`src/rtl/hyperbus_pkg.sv`:
```
// Shared types and helpers for the HyperBus request arbiter.
// State encoding is one-hot; counter and index widths are derived from parameters.
package hyperbus_pkg;

  typedef enum logic [4:0] {
    ST_IDLE  = 5'b00001,
    ST_ISSUE = 5'b00010,
    ST_WAIT  = 5'b00100,
    ST_RESP  = 5'b01000,
    ST_DRAIN = 5'b10000
  } hb_state_t;

  localparam int HB_TIMEOUT_DEFAULT = 1024;

  // Watchdog counter only has to reach TIMEOUT-1.
  function automatic int hb_cnt_w(input int timeout);
    return (timeout < 2) ? 1 : $clog2(timeout);
  endfunction

  function automatic int hb_idx_w(input int nports);
    return (nports < 2) ? 1 : $clog2(nports);
  endfunction

endpackage

```
`src/rtl/hyperbus_rr_arbiter.sv`:
```
// Combinational round-robin pick: the first requester after i_last (cyclic) wins.
// The pointer register itself lives in the top level.
module hyperbus_rr_arbiter
  import hyperbus_pkg::*;
#(
  parameter int NPORTS = 2,
  parameter int PW     = hb_idx_w(NPORTS)
) (
  input  logic [NPORTS-1:0] i_req,
  input  logic [PW-1:0]     i_last,
  output logic [NPORTS-1:0] o_gnt
);

  logic w_found;

  // Distance k of port p from the pointer; the smallest requesting distance wins.
  always_comb begin
    o_gnt   = '0;
    w_found = 1'b0;
    for (int k = 0; k < NPORTS; k++) begin
      for (int p = 0; p < NPORTS; p++) begin
        if (!w_found && i_req[p] &&
            (((p + NPORTS - 1 - int'(i_last)) % NPORTS) == k)) begin
          o_gnt[p] = 1'b1;
          w_found  = 1'b1;
        end
      end
    end
  end

endmodule

```
`src/rtl/hyperbus_arbiter.sv`:
```
// Round-robin arbiter sharing one HyperBus bridge request port among NPORTS
// single-word requesters, with a watchdog that aborts and drains stuck transactions.
module hyperbus_arbiter
  import hyperbus_pkg::*;
#(
  parameter int NPORTS     = 2,
  parameter int ADDR_WIDTH = 32,
  parameter int DATA_WIDTH = 32,
  parameter int TIMEOUT    = HB_TIMEOUT_DEFAULT
) (
  input  logic                         wb_clk,
  input  logic                         wb_rst_n,
  input  logic [NPORTS-1:0]            req_i,
  input  logic [NPORTS-1:0]            we_i,
  input  logic [NPORTS*ADDR_WIDTH-1:0] adr_i,
  input  logic [NPORTS*DATA_WIDTH-1:0] dat_i,
  output logic [DATA_WIDTH-1:0]        dat_o,
  output logic [NPORTS-1:0]            ack_o,
  output logic [NPORTS-1:0]            err_o,
  output logic [NPORTS-1:0]            gnt_o,
  output logic                         busy_o,
  output logic                         rrq,
  output logic                         wrq,
  output logic [ADDR_WIDTH-1:0]        adr_o,
  output logic [DATA_WIDTH-1:0]        tx_dat_o,
  input  logic [DATA_WIDTH-1:0]        rx_dat_i,
  input  logic                         tx_ready,
  input  logic                         rx_valid
);

  localparam int PW    = hb_idx_w(NPORTS);
  localparam int CW    = hb_cnt_w(TIMEOUT);
  localparam int TO_M1 = (TIMEOUT > 0) ? TIMEOUT - 1 : 0;
  localparam logic [CW-1:0] TO_LAST = TO_M1[CW-1:0];

  hb_state_t               r_state;
  logic [PW-1:0]           r_last;
  logic [PW-1:0]           r_gidx;
  logic [NPORTS-1:0]       r_gnt;
  logic [NPORTS-1:0]       r_ack;
  logic [NPORTS-1:0]       r_err;
  logic                    r_we;
  logic                    r_rrq;
  logic                    r_wrq;
  logic [ADDR_WIDTH-1:0]   r_adr;
  logic [DATA_WIDTH-1:0]   r_txd;
  logic [DATA_WIDTH-1:0]   r_rxd;
  logic [CW-1:0]           r_cnt;

  logic [NPORTS-1:0]       w_win;
  logic [PW-1:0]           w_widx;
  logic [ADDR_WIDTH-1:0]   w_wadr;
  logic [DATA_WIDTH-1:0]   w_wdat;
  logic                    w_wwe;
  logic                    w_done;
  logic                    w_expire;

  hyperbus_rr_arbiter #(
    .NPORTS (NPORTS),
    .PW     (PW)
  ) u_rr (
    .i_req  (req_i),
    .i_last (r_last),
    .o_gnt  (w_win)
  );

  always_comb begin
    w_widx = '0;
    w_wadr = '0;
    w_wdat = '0;
    w_wwe  = 1'b0;
    for (int p = 0; p < NPORTS; p++) begin
      if (w_win[p]) begin
        w_widx = p[PW-1:0];
        w_wadr = adr_i[p*ADDR_WIDTH +: ADDR_WIDTH];
        w_wdat = dat_i[p*DATA_WIDTH +: DATA_WIDTH];
        w_wwe  = we_i[p];
      end
    end
  end

  // Only the completion matching the latched direction counts.
  assign w_done   = r_we ? tx_ready : rx_valid;
  assign w_expire = (TIMEOUT != 0) && (r_cnt == TO_LAST);

  always_ff @(posedge wb_clk or negedge wb_rst_n) begin
    if (!wb_rst_n) begin
      r_state <= ST_IDLE;
      r_last  <= PW'(NPORTS - 1);
      r_gidx  <= '0;
      r_gnt   <= '0;
      r_ack   <= '0;
      r_err   <= '0;
      r_we    <= 1'b0;
      r_rrq   <= 1'b0;
      r_wrq   <= 1'b0;
      r_adr   <= '0;
      r_txd   <= '0;
      r_rxd   <= '0;
      r_cnt   <= '0;
    end else begin
      r_rrq <= 1'b0;
      r_wrq <= 1'b0;
      r_ack <= '0;
      r_err <= '0;
      case (r_state)
        ST_IDLE: begin
          if (|req_i) begin
            r_gnt   <= w_win;
            r_gidx  <= w_widx;
            r_we    <= w_wwe;
            r_adr   <= w_wadr;
            r_txd   <= w_wdat;
            r_rrq   <= !w_wwe;
            r_wrq   <= w_wwe;
            r_state <= ST_ISSUE;
          end
        end
        ST_ISSUE: begin
          r_cnt   <= '0;
          r_state <= ST_WAIT;
        end
        ST_WAIT: begin
          // A completion in the expiry cycle still finishes normally.
          if (w_done) begin
            if (!r_we) r_rxd <= rx_dat_i;
            r_ack   <= r_gnt;
            r_state <= ST_RESP;
          end else if (w_expire) begin
            r_err   <= r_gnt;
            r_cnt   <= '0;
            r_state <= ST_DRAIN;
          end else begin
            r_cnt <= r_cnt + 1'b1;
          end
        end
        ST_RESP: begin
          r_last  <= r_gidx;
          r_gnt   <= '0;
          r_state <= ST_IDLE;
        end
        ST_DRAIN: begin
          // Swallow the aborted op's late completion so it cannot hit the next grant.
          if (w_done || w_expire) begin
            r_last  <= r_gidx;
            r_gnt   <= '0;
            r_cnt   <= '0;
            r_state <= ST_IDLE;
          end else begin
            r_cnt <= r_cnt + 1'b1;
          end
        end
        default: r_state <= ST_IDLE;
      endcase
    end
  end

  assign busy_o   = (r_state != ST_IDLE);
  assign gnt_o    = r_gnt;
  assign ack_o    = r_ack;
  assign err_o    = r_err;
  assign rrq      = r_rrq;
  assign wrq      = r_wrq;
  assign adr_o    = r_adr;
  assign tx_dat_o = r_txd;
  assign dat_o    = r_rxd;

endmodule
```
`config.mk`:
```
export PLATFORM = sky130hd
export DESIGN_NAME = hyperbus_arbiter
export DESIGN_NICKNAME = d
export VERILOG_FILES = /design/src/rtl/hyperbus_pkg.sv /design/src/rtl/hyperbus_rr_arbiter.sv /design/src/rtl/hyperbus_arbiter.sv
export SDC_FILE = /design/constraint.sdc
export NUM_CORES = 1
export LEC_CHECK = 0
export BUFFER_PORTS_ARGS = -buffer_cell sky130_fd_sc_hd__buf_2
export CORE_AREA = 2 2 107 109
export DETAILED_ROUTE_END_ITERATION = 10
export DIE_AREA = 0 0 109 111
export PLACE_DENSITY = 0.9
export SKIP_CTS_REPAIR_TIMING = 1
export SYNTH_ARGS = -nofsm -noshare
export SYNTH_HDL_FRONTEND = slang
export SYNTH_SLANG_ARGS = --single-unit
```
`constraint.sdc`:
```
create_clock -name wb_clk -period 3.51 [get_ports wb_clk]
set_clock_uncertainty 0.2 [all_clocks]
set_input_delay 0.702 -clock wb_clk [delete_from_list [all_inputs] [get_ports wb_clk]]
set_output_delay 0.702 -clock wb_clk [all_outputs]
set_load 0.005 [all_outputs]
```
---- Yosys cells after proc, flatten, opt, wreduce, memory -nomap -nowiden ----
Cells that the tools add are included.
cells by class
  $add $sub $neg .......................... 3
  $mul .................................... 0
  div/mod/pow operators ................... 0
  magnitude comparators ................... 0
  equality and inequality tests ........... 13
  shift operators ......................... 0
  multiplexer cells ....................... 37
  bitwise gates (word level) .............. 3
  reductions and logical operators ........ 24
operators by type and width
  cell                                                                    count
  32-bit 2-to-1 mux                                                       4
  32-bit logical NOT                                                      2
  10-bit 2-to-1 mux                                                       3
  10-bit case mux with 3 select lines                                     1
  5-bit 2-to-1 mux                                                        4
  5-bit case mux with 4 select lines                                      1
  1-bit 2-to-1 mux                                                        15
  2-bit 2-to-1 mux                                                        7
  10-bit by 1-bit adder with 10-bit output (second input constant)        1
  10-bit equality test (second input constant)                            1
  3-bit AND reduction                                                     3
  1-bit logical AND                                                       7
  2-bit != test (second input constant)                                   3
  2-bit case mux with 3 select lines                                      1
  2-bit AND reduction                                                     3
  3-bit nonzero test                                                      2
  5-bit by 1-bit equality test with 1-bit output (second input constant)  1
  5-bit by 2-bit equality test with 1-bit output (second input constant)  1
  5-bit by 3-bit equality test with 1-bit output (second input constant)  1
  5-bit by 4-bit equality test with 1-bit output (second input constant)  1
  5-bit equality test (second input constant)                             1
  5-bit by 1-bit != test with 1-bit output (second input constant)        1
  2-bit equality test (second input constant)                             2
  1-bit logical NOT                                                       4
  9 further kinds                                                         10
word-level totals
  register bits ........................... 122
  latch bits .............................. 0
  memory bits (writable) .................. 0
  ROM bits ................................ 0
  input port bits ......................... 168
  output and inout bits ................... 105
  word-level logic and storage cells ...... 93
  memories ................................ 0

---- Longest topological paths before layout ----
Gate-level depths: netlist (run 1).
  word-level depth ........................ 21
  depth in mapped cells ................... 10
  depth with buffers taken out ............ 7

---- Cells and area by module ----
From an unflattened synthesis (run 1), not the netlist that was laid out.
second synthesis, totals
  cell total of the unflattened synthesis .. 502
  area total of the unflattened synthesis .. 5,317.6 um^2
by module, submodules not included
  module               times used  cells an instance  area an instance (um^2)  seq. area each (um^2)
  hyperbus_arbiter     1           499                5,298.8                  3,055.4
  hyperbus_rr_arbiter  1           3                  18.8                     0.0

---- Least setup slack after synthesis (run 1) ----
No wires, ideal clock.
  path type ............................... input-to-reg
  start point ............................. input tx_ready
  end point ............................... register r_adr[10], in the netlist adr_o[10]
  setup time .............................. 0.127 ns
  arrival ................................. 1.954 ns
  required time ........................... 3.183 ns
  slack ................................... 1.229 ns
  stages .................................. 7
  path buffers ............................ 2
  cells stage by stage .................... mux2i_1 nand4_1 o2111a_2 buf_6 buf_6 a222oi_1 inv_1
RTL lines
  what                    line                     text
  start: declaration      hyperbus_arbiter.sv:27   input logic tx_ready,
  end signal: assignment  hyperbus_arbiter.sv:112  r_adr <= w_wadr;
  end: declaration        hyperbus_arbiter.sv:45   logic [ADDR_WIDTH-1:0] r_adr;

---- Final worst setup path (run 1) ----
  start point ............................. register r_state[4]
  end point ............................... register r_adr[7], in the netlist adr_o[7]
between the ends
  longest elaborated chain between the ends .. 2
RTL lines
  what                                            line                     text
  start: declaration                              hyperbus_arbiter.sv:36   hb_state_t r_state;
  start signal: assignment                        hyperbus_arbiter.sv:88   r_state <= ST_IDLE;
  start signal: assignment                        hyperbus_arbiter.sv:116  r_state <= ST_ISSUE;
  start signal: assignment                        hyperbus_arbiter.sv:121  r_state <= ST_WAIT;
  5-bit by 1-bit equality test with 1-bit output  hyperbus_arbiter.sv:106  case (r_state)
  2-bit AND reduction (no source line)            -
Every way passes these cells.
A chain may end at the register's enable or synchronous reset.

==> results of run 1 <==
[state kept, by name, summed over array words and instances, names as in the netlist]
name and count:
r_state 5, gnt_o 2, rrq 1, wrq 1, r_gidx 1, r_cnt 10
adr_o 32, dat_o 32, err_o 2, r_we 1, tx_dat_o 32, r_last 1
ack_o 2
[worst max-delay path, stage by stage, from the launching register on]
cell	delay, ns
dfrtp_1	0.48
nor2_1	0.18
nand3_2	0.17
o21bai_4	0.22
inv_2	0.22
o2111a_2	0.99
a222oi_1	0.31
inv_1	0.11
[synthesized netlist by cell type (2+ instances only)]
cell	instances	share of area [%]
dfrtp_1	120	59
inv_1	60	4.4
a222oi_1	57	11
mux2_2	34	7.5
nor2_1	26	1.9
clkbuf_1	13	0.96
buf_2	11	1.1
a21oi_1	10	0.98
a22oi_1	8	1.2
nand2_1	8	0.59
xnor2_1	8	1.4
and2_1	6	0.73
nor3_1	6	0.59
a21o_1	4	0.59
nand3b_1	4	0.59
buf_6	3	0.66
nand3_1	3	0.29
nor4_1	3	0.37
o21ai_0	3	0.29
xor2_1	3	0.51
dfstp_2	2	1.0
nor3b_1	2	0.29
or2_2	2	0.24
[worst max-delay path by stage]
stage | from | end | cells past startpoint
global route | r_state[1]$_DFFE_PN0P_ | adr_o[3]$_DFFE_PN0P_ | 7
floorplan | tx_ready | adr_o[10]$_DFFE_PN0P_ | 7
finish | r_state[4]$_DFFE_PN0P_ | adr_o[7]$_DFFE_PN0P_ | 7
CTS | r_state[4]$_DFFE_PN0P_ | adr_o[7]$_DFFE_PN0P_ | 7
detailed placement | r_state[4]$_DFFE_PN0P_ | adr_o[7]$_DFFE_PN0P_ | 7
global placement | r_cnt[0]$_DFFE_PN0P_ | adr_o[21]$_DFFE_PN0P_ | 6
[layout by cell type, fill, tap and decap left out, types with 10 or more instances in the layout]
cell type	n
dfrtp_1	120
buf_2	271
clkbuf_16	17
a222oi_1	57
a21oi_1	10
inv_1	60
mux2_2	34
nor2_1	26
[stage by stage]
stage / hold slack, ns / power (mW) / instance area (µm²) / setup slack (ns)
CTS: 0.103 / 6.26 / 7190 / 0.526
global route: 0.129 / 6.60 / 7190 / 0.304
global placement: 0.257 / 4.37 / 6600 / 0.680
floorplan: 0.206 / 3.53 / 5110 / 1.23
detailed placement: 0.269 / 4.52 / 6600 / 0.518
finish: 0.0972 / 6.22 / 7190 / 0.508
[kinds of logic after synthesis]
kind of cell	count (synthesis)	synth area share, %
DFF	122	59.8
AOI/OAI and AO/OA	91	16.0
buffers and inverters	88	7.17
and+or+nand+nor	69	7.17
muxes	35	7.69
xor gates and xnor gates	11	1.89
adders and majority gates	1	0.245
[metal layers]
layer	routed length, µm	vias to the layer above	track usage, %
met5	0	-	0
met4	365	0	9.06
met3	1340	32	6.94
met2	7410	287	41.6
met1	5280	2240	27.1
li1	-	2076	-
[cell type report]
cell class              count  area [µm²]
well taps                 143         179
repair buffers            279        1440
inverters                  61         229
flip-flops and latches    122        3060
fillers                   831        3880
multi-input cells         207        1700
clock inverters            10         118
clock buffers              22         474
[power groups by stage]
stage	combinational, mW	sequential, mW	clock [mW]
finish	2.16	2.35	1.71
global route	2.39	2.40	1.81
global placement	2.05	2.32	0
floorplan	1.19	2.34	0
detailed placement	2.17	2.35	0
CTS	2.17	2.35	1.74
==> summary.md, run 1 <==
| Metric | Value |
|---|---|
| Outcome | `finished, final reports clean` |
| Port Buffers | `272` |
| Via density | `5.49` |
| Sw Pwr | `2.10 mW` |
| Via Count | `4635` |
| Async SR Flop Fraction | `100%` |
| Layout cells sized above 1 | `50.8%` |
| Syn_nets | `586` |
| CP required | `3.65 ns` |
| Pwr dens | `864 nW/µm²` |
| First-pass GRT wire length | `22.5 mm` |
| Worst hold path type | `in -> async` |
| Syn_area_per_cell | `12.3 µm²` |
| Seq/Total Area, Yosys | `59.8%` |
| DRT iter0 DRCs | `408` |
| CTS Sinks | `122` |
| Worst setup EP type | `register` |
| Final setup violation count | `0` |
| Largest net degree at the start of global routing | `61` |
| Ys flop type | `dfrtp_1` |
| Top Ports | `273` |
| Internal | `4.11 mW` |
| RePlAce Congestion | `0.917` |
| Ys Warns | `0` |
| Initial Util | `46.1%` |
| Critical path class | `reg -> reg` |
| Die width | `109 µm` |
| Max-cap violations | `0` |
| Core box area | `11100 µm²` |
| CP Max Fanout | `58` |
| Ant. Diodes | `0` |
| RSZ-0062 raised after global routing | `no` |
| CTS Buf Count | `17` |
| Clock Path Buffers | `2` |
| Clock-pin slew on the worst setup and hold paths | `0.06 ns` |
| Net Sw Frac | `33.8%` |
| Clock share of power | `27.4%` |
| Worst-case reg-to-reg path depth | `7` |
| TritonCTS clock tree | `yes` |
| Maximum VDD drop | `0.421 mV` |
| Static leakage | `4.07 nW` |
| CTS root buf | `clkbuf_16` |
| RR Endpoint | `adr_o[7]$_DFFE_PN0P_` |
| Comb power frac | `34.7%` |
| Total gr overflow | `0` |
| Period utilization | `85.5%` |
| Final Hold Vio Count | `0` |
| Antenna Nets Post-Route | `0` |
| Vias in the first global route | `4753` |
| Fin. max-slew vios | `0` |
| Post-DP HPWL | `10.4 mm` |
| Final TNS setup | `0 ns` |
| Worst Max-Slew Pin Slew | `1.12 ns` |
| Worst R2R Start | `r_state[4]$_DFFE_PN0P_` |
| Cell count after placement | `812` |
| Synth cell types | `44` |
| Syn Std Cell Area | `5110 µm²` |
| Cells after Synth | `417` |
| Part of the power in registers | `37.8%` |
| First-pass iteration count of the detailed router | `8` |
| Slew margin rel. | `25.1%` |
| GRT Total Usage | `23.8%` |
| CP arrival | `3.14 ns` |
| Clock latency on the worst-skew pair | `0.40 ns` |
| Fin cells | `844` |
| Die Footprint | `12100 µm²` |
| H-tree level count | `4` |
| Fmax | `0.333 GHz` |
| Post-Route WL | `14.4 mm` |
| Startpoint Class | `register` |
| Final net count | `857` |
| Layout area overhead | `40.7%` |
| Initial antenna violation count | `0` |
| FP Rows | `39` |
| Final core utilization | `64.9%` |
| Synth Register Bits | `122` |
| Routed len/inst | `17.1 µm` |
| EDFF count, synth | `0` |
| Die height | `111 µm` |
| Worst R2R Setup Slack | `0.51 ns` |
| Final min period | `3.00 ns` |
| Drt drc | `0` |
Power figures use the tool's default switching activity.
==> run 2, diff against run 1 <==
CORE_AREA = 2 2 102 114   (was 2 2 107 109)
CTS_CLUSTER_SIZE = 20   (was unset)
DIE_AREA = 0 0 104 116   (was 0 0 109 111)
PLACE_DENSITY = 0.89   (was 0.9)
==> run 2 against run 1 <==
Effect of this change: global-route usage increased by 0.25 points; combinational power about the same; hold slack worse by 0.090 ns; largest power group unchanged.
==> summary.md, run 2 (synthesized netlist as in run 1, its figures left out) <==
| Metric | Value |
|---|---|
| Outcome | `finished, final reports clean` |
| Via Count | `4639` |
| Worst hold margin | `0.00680 ns` |
| Cell count after placement | `817` |
| DRT iter0 DRCs | `616` |
| Antenna Nets Post-Route | `0` |
| Startpoint Class | `register` |
| CTS Sinks | `122` |
| CP arrival | `2.80 ns` |
| Worst setup EP type | `register` |
| Final net count | `858` |
| Routed len/inst | `17.5 µm` |
| Post-Route WL | `14.9 mm` |
| Critical Path Source | `r_state[2]$_DFFE_PN0P_` |
| Final min period | `2.67 ns` |
| Core box area | `10800 µm²` |
| Worst-case reg-to-reg path depth | `8` |
| Fin cells | `849` |
| Final Hold Vio Count | `0` |
| Top Ports | `273` |
| Worst hold path type | `in -> async` |
| Ant. Diodes | `0` |
| Final setup violation count | `0` |
| Pwr dens | `887 nW/µm²` |
| Port Buffers | `272` |
| Vias in the first global route | `4644` |
| Die height | `116 µm` |
| Critical Path End | `tx_dat_o[11]$_DFFE_PN0P_` |
| RR Endpoint | `tx_dat_o[11]$_DFFE_PN0P_` |
| RePlAce Congestion | `0.865` |
| Die Footprint | `12100 µm²` |
| TritonCTS clock tree | `yes` |
| Max-cap violations | `0` |
| Via density | `5.46` |
| CP required | `3.64 ns` |
| Fin. max-slew vios | `0` |
| Fmax | `0.375 GHz` |
| Most frequent cells in the layout | `271 x buf_2, 120 x dfrtp_1, 60 x inv_1` |
| Initial Util | `47.3%` |
| FP Rows | `40` |
| H-tree level count | `4` |
| Period utilization | `76.0%` |
| Critical path class | `reg -> reg` |
| Clock Path Buffers | `2` |
| CTS Buf Count | `17` |
| First-pass GRT wire length | `22.6 mm` |
| Clock-pin slew on the worst setup and hold paths | `0.05 ns` |
| CTS root buf | `clkbuf_16` |
| Number of fill cells | `822` |
| Slew margin rel. | `44.0%` |
| Worst Max-Slew Pin Slew | `0.836 ns` |
| CP Max Fanout | `42` |
| First-pass iteration count of the detailed router | `10` |
| Worst R2R Setup Slack | `0.84 ns` |
| Post-DP HPWL | `10.8 mm` |
| Drt drc | `0` |
| GRT Total Usage | `24.1%` |
| Final TNS setup | `0 ns` |
| Initial antenna violation count | `0` |
| Static leakage | `4.11 nW` |
| Clock latency on the worst-skew pair | `0.40 ns` |
| Largest net degree at the start of global routing | `63` |
| Maximum VDD drop | `0.481 mV` |
| Layout area overhead | `42.6%` |
| Total gr overflow | `0` |
| RSZ-0062 raised after global routing | `no` |
| Commonest non-fill, non-tap cell in the layout | `buf_2` |
| Layout cells sized above 1 | `50.9%` |
| Die width | `104 µm` |
| Worst R2R Start | `r_state[2]$_DFFE_PN0P_` |
## run 2: through the flow
step                      utilization [%]  worst slack (ns)  area, µm²  total power, mW
after floorplan                         -              1.23       5110             3.53
final                                67.4             0.842       7290             6.46
after detailed placement             61.3             0.741       6630             4.54
after global routing                 67.4             0.745       7290             6.83
after global placement               61.3             0.871       6630             4.40
after CTS                            67.4             0.892       7290             6.49
## run 2: worst min-delay path by stage
stage	start	cells past startpoint	slack [ns]	end
floorplan	wb_rst_n	0	0.21	ack_o[0]$_DFF_PN0_
global placement	r_gidx$_DFFE_PN0P_	1	0.26	r_gidx$_DFFE_PN0P_
detailed placement	r_gidx$_DFFE_PN0P_	1	0.27	r_gidx$_DFFE_PN0P_
CTS	wb_rst_n	1	0.001	dat_o[10]$_DFFE_PN0P_
global route	wb_rst_n	1	0.02	dat_o[10]$_DFFE_PN0P_
finish	wb_rst_n	1	0.007	ack_o[0]$_DFF_PN0_
## run 2: routing by layer
metal / routed length (µm) / vias to the layer above / share of wire, % / GRT usage, %
met5: 0 / - / 0 / 0
met4: 308 / 0 / 2.1 / 8.83
met3: 1310 / 33 / 8.8 / 6.07
met2: 7870 / 311 / 53 / 43.5
met1: 5380 / 2208 / 36 / 28.0
li1: - / 2087 / - / -
## run 2: cell type report
| cell class | instances | area, µm² | area share [%] |
|---|---|---|---|
| Clock inverter | 10 | 188 | 2.58 |
| Sequential cell | 122 | 3060 | 41.9 |
| Multi-Input combinational cell | 207 | 1700 | 23.3 |
| Timing Repair Buffer | 280 | 1460 | 20.1 |
| Clock buffer | 22 | 474 | 6.51 |
| Inverter | 61 | 229 | 3.14 |
| Tap cell | 147 | 184 | 2.52 |
## run 2: power by group
group | total [mW] | switching [mW] | leakage [nW] | internal, mW
clock | 1.93 | 0.606 | 0.317 | 1.32
sequential | 2.35 | 0.356 | 1.56 | 1.99
combinational | 2.19 | 1.16 | 2.23 | 1.03
## run 2: critical path: stages, from the launching register on
cell      delay [ns]
dfrtp_1         0.49
nor2_4          0.17
nand3_2         0.19
o21bai_4        0.24
inv_2           0.24
o2111a_2        0.54
buf_12          0.27
a222oi_1        0.15
inv_1           0.10
